**src/rtl/seg7_scan_ctrl.sv**
```systemverilog
// Time-multiplexed 7-segment scan controller with a double-buffered display word.
// Optional leading-zero blanking is enabled by defining SEG7_LZB_EN.
module seg7_scan_ctrl #(
    parameter int DIGITS  = 4,
    parameter int CLK_DIV = 1000,
    parameter int DEAD    = 2
) (
    input  logic                  clk,
    input  logic                  rst,
    input  logic                  load,
    input  logic [4*DIGITS-1:0]   data_in,
    input  logic [DIGITS-1:0]     dp_in,
    output logic [3:0]            bcd,
    output logic                  dp,
    output logic [DIGITS-1:0]     an,
    output logic                  pending,
    output logic                  frame_done
);

    localparam int MAXC = (CLK_DIV > DEAD) ? CLK_DIV : DEAD;
    localparam int CW   = (MAXC > 1) ? $clog2(MAXC) : 1;
    localparam int IW   = $clog2(DIGITS);

    typedef enum logic {BLANK, SHOW} state_t;

    state_t              state, state_nxt;
    logic [CW-1:0]       cnt, cnt_nxt;
    logic [IW-1:0]       idx, idx_nxt;
    logic                blank_end, show_end, boundary;

    logic [4*DIGITS-1:0] shadow, active;
    logic [DIGITS-1:0]   shadow_dp, active_dp;

    logic [3:0]          cur_nib;
    logic                cur_dp;
    logic [DIGITS-1:0]   an_sel;
`ifdef SEG7_LZB_EN
    logic                upper_zero;
`endif

    always_comb begin
        state_nxt = state;
        cnt_nxt   = cnt + CW'(1);
        idx_nxt   = idx;
        blank_end = (state == BLANK) && (cnt == CW'(DEAD - 1));
        show_end  = (state == SHOW)  && (cnt == CW'(CLK_DIV - 1));
        boundary  = show_end && (idx == IW'(DIGITS - 1));
        if (blank_end) begin
            state_nxt = SHOW;
            cnt_nxt   = '0;
        end else if (show_end) begin
            state_nxt = BLANK;
            cnt_nxt   = '0;
            idx_nxt   = (idx == IW'(DIGITS - 1)) ? '0 : idx + IW'(1);
        end
    end

    // Digit about to be shown: its nibble, decimal point and anode pattern.
    always_comb begin
        cur_nib = '0;
        cur_dp  = 1'b0;
        an_sel  = '0;
        for (int i = 0; i < DIGITS; i++) begin
            if (idx == IW'(i)) begin
                cur_nib   = active[4*i +: 4];
                cur_dp    = active_dp[i];
                an_sel[i] = 1'b1;
            end
        end
`ifdef SEG7_LZB_EN
        upper_zero = 1'b1;
        for (int i = 0; i < DIGITS; i++) begin
            if ((IW'(i) >= idx) && (active[4*i +: 4] != 4'd0))
                upper_zero = 1'b0;
        end
        if ((idx != '0) && !cur_dp && upper_zero)
            an_sel = '0;
`endif
    end

    always_ff @(posedge clk) begin
        if (rst) begin
            state      <= BLANK;
            cnt        <= '0;
            idx        <= '0;
            bcd        <= '0;
            dp         <= 1'b0;
            an         <= '0;
            pending    <= 1'b0;
            frame_done <= 1'b0;
            shadow     <= '0;
            shadow_dp  <= '0;
            active     <= '0;
            active_dp  <= '0;
        end else begin
            state      <= state_nxt;
            cnt        <= cnt_nxt;
            idx        <= idx_nxt;
            frame_done <= boundary;

            if (blank_end) begin
                an  <= an_sel;
                bcd <= cur_nib;
                dp  <= cur_dp;
            end else if (show_end) begin
                an <= '0;
            end

            // A load landing exactly on the boundary skips the shadow entirely.
            if (boundary && load) begin
                active    <= data_in;
                active_dp <= dp_in;
                pending   <= 1'b0;
            end else if (boundary && pending) begin
                active    <= shadow;
                active_dp <= shadow_dp;
                pending   <= 1'b0;
            end else if (load) begin
                shadow    <= data_in;
                shadow_dp <= dp_in;
                pending   <= 1'b1;
            end
        end
    end

endmodule

```
**config.mk**
```make
export PLATFORM = sky130hd
export DESIGN_NAME = seg7_scan_ctrl
export DESIGN_NICKNAME = d
export VERILOG_FILES = /design/src/rtl/seg7_scan_ctrl.sv
export SDC_FILE = /design/constraint.sdc
export NUM_CORES = 1
export LEC_CHECK = 0
export ABC_CLOCK_PERIOD_IN_PS = 1900
export CAP_MARGIN = 20
export CORE_MARGIN = 2
export CORE_UTILIZATION = 49
export CTS_BUF_LIST = sky130_fd_sc_hd__clkbuf_16
export DETAILED_ROUTE_END_ITERATION = 12
export MAX_ROUTING_LAYER = met4
export PLACE_DENSITY = 0.73
export RECOVER_POWER = 50
export SYNTH_ARGS = -nofsm -noshare
export SYNTH_HDL_FRONTEND = slang
export SYNTH_SLANG_ARGS = --single-unit
```
**constraint.sdc**
```tcl
create_clock -name clk -period 1.9 [get_ports clk]
set_clock_uncertainty 0.05 [all_clocks]
set_input_delay 0.38 -clock clk [delete_from_list [all_inputs] [get_ports clk]]
set_output_delay 0.38 -clock clk [all_outputs]
set_load 0.01 [all_outputs]
```
# [After elaboration in Yosys (flattened, before gate mapping)]
# Index checks and enable logic that the tools add are counted.
[word_totals] reg_bits=64 latch_bits=0 ramBits=0 rom_bits=0 out_inout_bits=11 elab_cells=56 n_memories=0
[classes] addsub=2 mul=0 n_div=0 magnitude_cmp=0 eq_ne=5 shift=0 muxes=21 bitwise=4 n_reduce_logical=12
[ops] operator="two-way mux 16 bit" count=2
[ops] operator="two-way mux 4 bit" count=8
[ops] operator="adder 10 x 1 -> 10 bit (second input constant)" count=1
[ops] operator="== test 10 x 1 -> 1 bit (second input constant)" count=1
[ops] operator="== test 10 bit (second input constant)" count=1
[ops] operator="two-way mux 1 bit" count=10
[ops] operator="OR reduction 3 bit" count=2
[ops] operator="logical AND 1 bit" count=5
[ops] operator="== test 2 bit (second input constant)" count=2
[ops] operator="inverter 1 bit" count=4
[ops] operator="nonzero test 2 bit" count=2
[ops] operator="AND reduction 3 bit" count=1
[ops] operator="adder 2 x 1 -> 2 bit (second input constant)" count=1
[ops] operator="== test 2 x 1 -> 1 bit (second input constant)" count=1
[ops] operator="zero test 2 bit" count=1
[ops] operator="two-way mux 2 bit" count=1
[ops] operator="AND reduction 2 bit" count=1

# [Depth between registers and ports, before layout]
# Gate-level depths: netlist of the first run.
[logic_depth] word_depth=6 ltp_mapped=7

# [Worst setup path after synthesis of the first run]
# Ideal clock, no wire load.
[synth_path] kind="register to register" startpoint="reg cnt[0]" endpoint="reg an[0]" setup_ps=121 arrival_ps=1776 required_ps=1729 setup_slack_ps=-47 stages_incl_launch_ff=7 path_buffers=1 path_cell_list="dfxtp_1 -> ha_1 -> nand4_1 -> or3_1 -> clkbuf_2 -> nand3_1 -> a2bb2o_1"
[synth_between] elab_chain_cells=3 elab_cells_between_ends=6 classes_between="2 x eq/ne; 1 x mux; 3 x reduce/logical"
[synth_lines] element="start, declared" line="27" source="logic [CW-1:0] cnt, cnt_nxt;"
[synth_lines] element="start signal, assigned" line="97" source="cnt <= cnt_nxt;"
[synth_lines] element="== test 10 x 1 -> 1 bit or == test 10 bit (tied branches)" line="45, 46"
[synth_lines] element="logical AND 1 bit, on equally long branches" line="45, 46"
[synth_lines] element="two-way mux 4 bit or nonzero test 2 bit (tied branches)"
[synth_lines] element="end signal, assigned" line="102" source="an <= an_sel;"
[synth_lines] element="end, declared" line="15" source="output logic [DIGITS-1:0] an,"
# Parallel ways exist; a longest one is shown, timed or not.
# A chain may end at the register's enable or synchronous reset.

# [Final worst setup path of the first run]
[layout_path] startpoint="reg state" endpoint="reg active[5]"
[layout_between] elab_chain_cells=4 elab_cells_between_ends=6 classes_between="1 x mux; 5 x reduce/logical"
[layout_lines] element="start, declared" line="26" source="state_t state, state_nxt;"
[layout_lines] element="start signal, assigned" line="96" source="state <= state_nxt;"
[layout_lines] element="logical AND 1 bit *" line="46" source="show_end = (state == SHOW) && (cnt == CW'(CLK_DIV - 1));"
[layout_lines] element="logical AND 1 bit *" line="47" source="boundary = show_end && (idx == IW'(DIGITS - 1));"
[layout_lines] element="logical AND 1 bit, on equally long branches" line="110, 114"
[layout_lines] element="two-way mux 16 bit or nonzero test 2 bit (tied branches)"
[layout_lines] element="end signal, assigned" line="111" source="active <= data_in;"
[layout_lines] element="end signal, assigned" line="115" source="active <= shadow;"
[layout_lines] element="end, declared" line="31" source="logic [4*DIGITS-1:0] shadow, active;"
# Every way passes the cells marked *; elsewhere a longest branch is shown, timed or not.

==> results.txt, run 1 <==
run status: finished, final reports clean
ordered cell list for the critical path: or3b_4 -> buf_6 -> nor4_4 -> buf_4 -> buf_4 -> nor2_1 -> o31ai_1
reported leakage power: 1.41 nW
core area: 5410 µm²
hold path cells: 2
first-pass detailed-route iteration total: 5
fraction of post-synthesis cell area in the top cell type by area: 47.3%
number of vias after detailed routing: 2530
Vert. Die Dim: 78.3 µm
endpoint type of the worst setup path: register
total cell area at the placement stage: 3260 µm²
data required time of the worst path: 2.09 ns
Min-Delay Endpoint: active[10]
port buffer count: 33
maximum net fanout on the critical path: 6
Synth warnings: 0
Int Power: 2.54 mW
most used cells in the layout excluding fill and tap cells: 84 x sky130_fd_sc_hd__nand2_1, 59 x sky130_fd_sc_hd__dfxtp_1, 58 x sky130_fd_sc_hd__nor2_1
global routing usage on met3: 7.13%
Routed Antenna Nets: 0
Slew headroom: 72.1%
combined global-route utilization of all metal layers: 23.5%
vias in the first global route: 2383
Post-CTS Hold Buffers: 0
worst min-delay path category: reg -> reg
relative contribution of sequential cells to total power: 43.1%
chip width: 78.3 µm
Final Wtd Congestion: 0.824
H-tree depth reported by CTS: 3
nets in the synthesized netlist: 381
Switching Fraction: 22.8%
effective utilization at floorplan: 50.1%
relative area change from synthesis to final layout: 35.7%
via density per instance: 5.30
gr busiest metal: met2
register-to-register setup slack: 0.05 ns
pin count of the biggest net entering global routing: 22
max-cap viol count: 0
met1 Use GR: 26.3%
net switching power figure: 0.753 mW
Peak supply drop: 837 µV
GRT overflow: 0
residual DRC count: 0
clock slew at the register clock pins of the worst setup and hold paths: 0.05 ns
Critical Path Most Common Cell: sky130_fd_sc_hd__buf_4
number of DRC markers in iteration 0: 96
fin nets: 431
CTS sink count: 64
most common cell after layout, fill and taps aside: sky130_fd_sc_hd__nand2_1
Power per Cell Area: 897 nW/µm²
number of placement rows: 27
number of failing setup endpoints in the final timing report: 0
area of the die: 6130 µm²
worst reg2reg path depth: 7
class of the most critical setup path: reg -> reg
final-layout fill cell count: 460
number of antenna violations at the first check in global routing: 0
number of synthesized register bits: 64
global-route wire length before repair: 10800 µm
Tightest Pin Transition: 0.418 ns
Max Slew Vio Count: 0
mean instance size in the synthesized netlist: 7.69 µm²
post-layout min period: 1.85 ns
source-to-sink clock delay at the later pin of the worst-skew pair: 0.32 ns
average routed wire per standard cell: 14.2 µm
part of the Yosys area used for sequential elements: 47.3%
distinct cell type count of the synthesized netlist: 27
source of the worst hold timing path: active[10]
Crit path largest cell delay: 0.40 ns
critical path buffer and inverter count: 3
Finished Layout Cells: 477
Clk pwr share: 46.3%
RR Endpoint: active[5]
Area contributors post-synth: sky130_fd_sc_hd__dfxtp_1 47%, sky130_fd_sc_hd__nand2_1 12%, sky130_fd_sc_hd__nor2_1 8.5%, sky130_fd_sc_hd__o31ai_1 5.8%, sky130_fd_sc_hd__a21oi_1 5.0%
Slowest cell on crit path: sky130_fd_sc_hd__or3b_4
Gate power share: 10.6%
buffer depth of the longest clock path: 2
highest clock frequency the design can meet: 0.542 GHz
num ports: 34
final standard cell area without fillers: 3670 µm²
start of the worst register-to-register path: state
met2 Usage GRT: 39.3%
TritonCTS clock tree: built
final critical-path share of the clock period: 97.1%
total half-perimeter wirelength after legalization and detailed placement: 4240 µm
total count of hold-check failures in the final report: 0
Critical Path Source Type: register
post-layout power: 3.30 mW
n_diodes: 0
placed cell count: 455
crit-path leading delay family: simple AND/OR/NAND/NOR gates
fraction of layout cells with a size suffix above 1: 13.8%
clock root buffer: sky130_fd_sc_hd__clkbuf_16
Num CTS Buffers: 9
area leader, netlist: sky130_fd_sc_hd__dfxtp_1
Post-Synthesis Cell Area: 2710 µm²
arrival time of data at the critical path endpoint: 2.03 ns
synthesized instance count: 352
final WL: 6800 µm
## per-stage QoR
| stage | setup WS (ns) | TNS, ns | util [%] | hold WS [ns] |
|---|---|---|---|---|
| finish | 0.0547 | 0 | 68.0 | 0.401 |
| global route | -0.0434 | -0.644 | 68.0 | 0.417 |
| CTS | 0.0455 | 0 | 65.3 | 0.403 |
| detailed placement | -0.0549 | -0.620 | 60.3 | 0.391 |
| global placement | -0.00167 | -0.00167 | 60.3 | 0.385 |
| floorplan | 0.0144 | 0 | - | 0.375 |
## layer usage
layer | vias to the layer above | routed length [µm]
li1 | 1269 | -
met1 | 1179 | 2770
met2 | 62 | 3530
met3 | 20 | 293
met4 | 0 | 199
met5 | - | 0
## registers in the layout (all words and copies together) (netlist names)
signal	flops
active	16
shadow_dp	4
frame_done	1
pending	1
an	4
active_dp	4
bcd	4
cnt	10
state	1
dp	1
shadow	16
idx	2
## worst min-delay path, cell delays in order (launching register included)
cell	delay [ns]
sky130_fd_sc_hd__dfxtp_1	0.32
sky130_fd_sc_hd__nand2_1	0.05
sky130_fd_sc_hd__o31ai_1	0.05
## cells in the mapped netlist, drive strengths merged
master and n:
nand2 84, dfxtp 64, nor2 61, a21oi 27, o31ai 21, clkbuf 19, nand3 12, inv 10
ha 6, xnor2 6, nor2b 5, o211ai 5, o21ai 5, a2bb2o 4, buf 4, nand4 3
nor3 3, nor4 3, or3 2, xor2 2, and3 1, mux2i 1, nor4b 1, o31a 1
o41a 1, or3b 1
## what timing repair did
item,in CTS,in global routing
setup endpoints to repair,0,20
setup buffers,0,5
hold endpoints to repair,0,0
resized for setup,0,28
## cells by family after synthesis
| kind of cell | count (synthesis) | synth area share, % |
|---|---|---|
| multiplexers | 1 | 0.370 |
| AO/OA/AOI/OAI | 64 | 15.3 |
| buffers and inverters | 33 | 4.81 |
| adder cells (fa/ha/maj) | 6 | 2.77 |
| AND/OR/NAND/NOR | 176 | 26.8 |
| XOR/XNOR | 8 | 2.59 |
| flip-flops | 64 | 47.3 |
## power by group through the flow
stage	clock (mW)	combinational (mW)	sequential, mW
after floorplan	0	0.172	1.45
after global placement	0	0.332	1.45
after detailed placement	0	0.337	1.45
after CTS	1.55	0.341	1.42
after global routing	1.62	0.387	1.42
final	1.53	0.349	1.42
## worst max-delay path by stage
stage                   end  cells past startpoint  startpoint
5_1_grt          active[11]                      8      idx[1]
3_5_place_dp     active[13]                      6        load
3_3_place_gp   active_dp[2]                      6        load
4_1_cts          active[13]                      6       state
6_report          active[5]                      7       state
2_1_floorplan         an[0]                      6      cnt[1]
## area by class of cell
| class | count | area, µm² | area share [%] |
|---|---|---|---|
| timing repair buffer | 62 | 621 | 16.9 |
| sequential | 64 | 1290 | 35.2 |
| clock buffer | 9 | 225 | 6.13 |
| multi-input combinational | 255 | 1360 | 37.0 |
| clock inverter | 5 | 50.0 | 1.36 |
| inverter | 10 | 37.5 | 1.02 |
| tap | 72 | 90.1 | 2.45 |
Power figures use the tool's default switching activity.
==> run 2: changes to the inputs <==
--- a/config.mk
+++ b/config.mk
@@ -7,7 +7,7 @@
 export LEC_CHECK = 0
 export ABC_CLOCK_PERIOD_IN_PS = 1900
 export CAP_MARGIN = 20
-export CORE_MARGIN = 2
+export CORE_MARGIN = 4
 export CORE_UTILIZATION = 49
 export CTS_BUF_LIST = sky130_fd_sc_hd__clkbuf_16
 export DETAILED_ROUTE_END_ITERATION = 12
==> results.txt, run 2 (synthesis gave the netlist of run 1 again) <==
H-tree depth reported by CTS: 3
CTS sink count: 64
ordered cell list for the critical path: or3b_1 -> buf_4 -> o41a_1 -> buf_12 -> nand2_1 -> o31ai_1
Tightest Pin Transition: 0.418 ns
class of the most critical setup path: reg -> reg
arrival time of data at the critical path endpoint: 1.96 ns
placed cell count: 452
Post-CTS Hold Buffers: 0
Setup TNS: 0 ns
number of vias after detailed routing: 2479
buffer depth of the longest clock path: 2
number of DRC markers in iteration 0: 141
Power per Cell Area: 932 nW/µm²
Slew headroom: 72.1%
Crit path largest cell delay: 0.44 ns
number of placement rows: 26
combined global-route utilization of all metal layers: 21.2%
source of the worst hold timing path: active_dp[0]
first-pass detailed-route iteration total: 5
post-layout min period: 1.80 ns
residual DRC count: 0
Num CTS Buffers: 9
area of the die: 6780 µm²
hold path cells: 2
global-route wire length before repair: 10500 µm
largest registers: active: 16 flops, shadow: 16 flops, cnt: 10 flops
most used cells in the layout excluding fill and tap cells: 84 x sky130_fd_sc_hd__nand2_1, 61 x sky130_fd_sc_hd__nor2_1, 61 x sky130_fd_sc_hd__dfxtp_1
fin nets: 423
Critical Path Source Type: register
final WL: 6280 µm
relative area change from synthesis to final layout: 30.7%
Routed Antenna Nets: 0
Max Slew Vio Count: 0
effective utilization at floorplan: 51.7%
WHS: 0.404 ns
source-to-sink clock delay at the later pin of the worst-skew pair: 0.33 ns
vias in the first global route: 2390
via density per instance: 5.29
worst setup slack after placement: -0.0302 ns
reported leakage power: 1.36 nW
register-to-register setup slack: 0.1 ns
GRT overflow: 0
worst min-delay path category: reg -> reg
endpoint type of the worst setup path: register
TritonCTS clock tree: built
Worst Slack Setup Final: 0.0975 ns
n_diodes: 0
most common cell after layout, fill and taps aside: sky130_fd_sc_hd__nand2_1
Final Wtd Congestion: 0.787
final-layout fill cell count: 459
port buffer count: 33
worst reg2reg path depth: 6
total count of hold-check failures in the final report: 0
final critical-path share of the clock period: 94.9%
Vert. Die Dim: 82.3 µm
Finished Layout Cells: 469
critical path buffer and inverter count: 2
RR Endpoint: active[6]
clock slew at the register clock pins of the worst setup and hold paths: 0.05 ns
start of the worst register-to-register path: state
fraction of layout cells with a size suffix above 1: 9.52%
chip width: 82.3 µm
highest clock frequency the design can meet: 0.555 GHz
run status: finished, final reports clean
Peak supply drop: 595 µV
final standard cell area without fillers: 3540 µm²
data required time of the worst path: 2.06 ns
total cell area at the placement stage: 3220 µm²
num ports: 34
clock root buffer: sky130_fd_sc_hd__clkbuf_16
Min-Delay Endpoint: active_dp[0]
max-cap viol count: 0
core area: 5240 µm²
number of antenna violations at the first check in global routing: 0
total half-perimeter wirelength after legalization and detailed placement: 4270 µm
average routed wire per standard cell: 13.4 µm
pin count of the biggest net entering global routing: 22
number of failing setup endpoints in the final timing report: 0
Slowest cell on crit path: sky130_fd_sc_hd__o41a_1
crit-path leading delay family: compound AO/OA/AOI/OAI gates
maximum net fanout on the critical path: 20
## run 2: how the worst max path moves through the flow
stage	slack (ns)	endpoint	depth (start not counted)	startpoint
after floorplan	0.01	an[0]	6	cnt[1]
after global placement	0.02	active[12]	6	load
after detailed placement	-0.03	active[10]	6	load
after CTS	0.05	an[1]	7	cnt[1]
after global routing	-0.009	active[1]	7	idx[1]
final	0.1	active[6]	6	state
## run 2: power by group
| group | internal (mW) | switching [mW] |
|---|---|---|
| registers | 1.39 | 0.0267 |
| logic | 0.154 | 0.175 |
| clock network | 0.990 | 0.555 |
## run 2: per-layer routing
layer / vias to the layer above / GRT usage [%] / part of all wire [%]
met1: 1163 / 21.5 / 42
met2: 48 / 38.1 / 52
met3: 11 / 7.16 / 4.4
li1: 1257 / - / -
met5: - / - / 0
met4: 0 / 6.98 / 1.2
## run 2: what timing repair did
action / 4_1_cts / 5_1_grt
setup buffers: 0 / 1
resized for setup: 0 / 8
setup endpoints to repair: 0 / 34
## run 2: metrics by stage
step / util, % / power, mW
finish: 67.5 / 3.29
global route: 67.5 / 3.44
CTS: 66.9 / 3.32
detailed placement: 61.5 / 1.78
global placement: 61.5 / 1.77
floorplan: - / 1.62
## run 2: final cells by class
cell class | count | area, µm² | area share [%]
clock buffers | 9 | 225 | 6.37
well taps | 70 | 87.6 | 2.48
inverters | 10 | 37.5 | 1.06
flip-flops and latches | 64 | 1280 | 36.3
clock inverters | 7 | 56.3 | 1.59
multi-input cells | 255 | 1330 | 37.7
repair buffers | 54 | 513 | 14.5
## run 2: worst min-delay path: stages (launching register included)
cell and delay (ns):
sky130_fd_sc_hd__dfxtp_1 0.32, sky130_fd_sc_hd__nand2_1 0.05, sky130_fd_sc_hd__o31ai_1 0.05
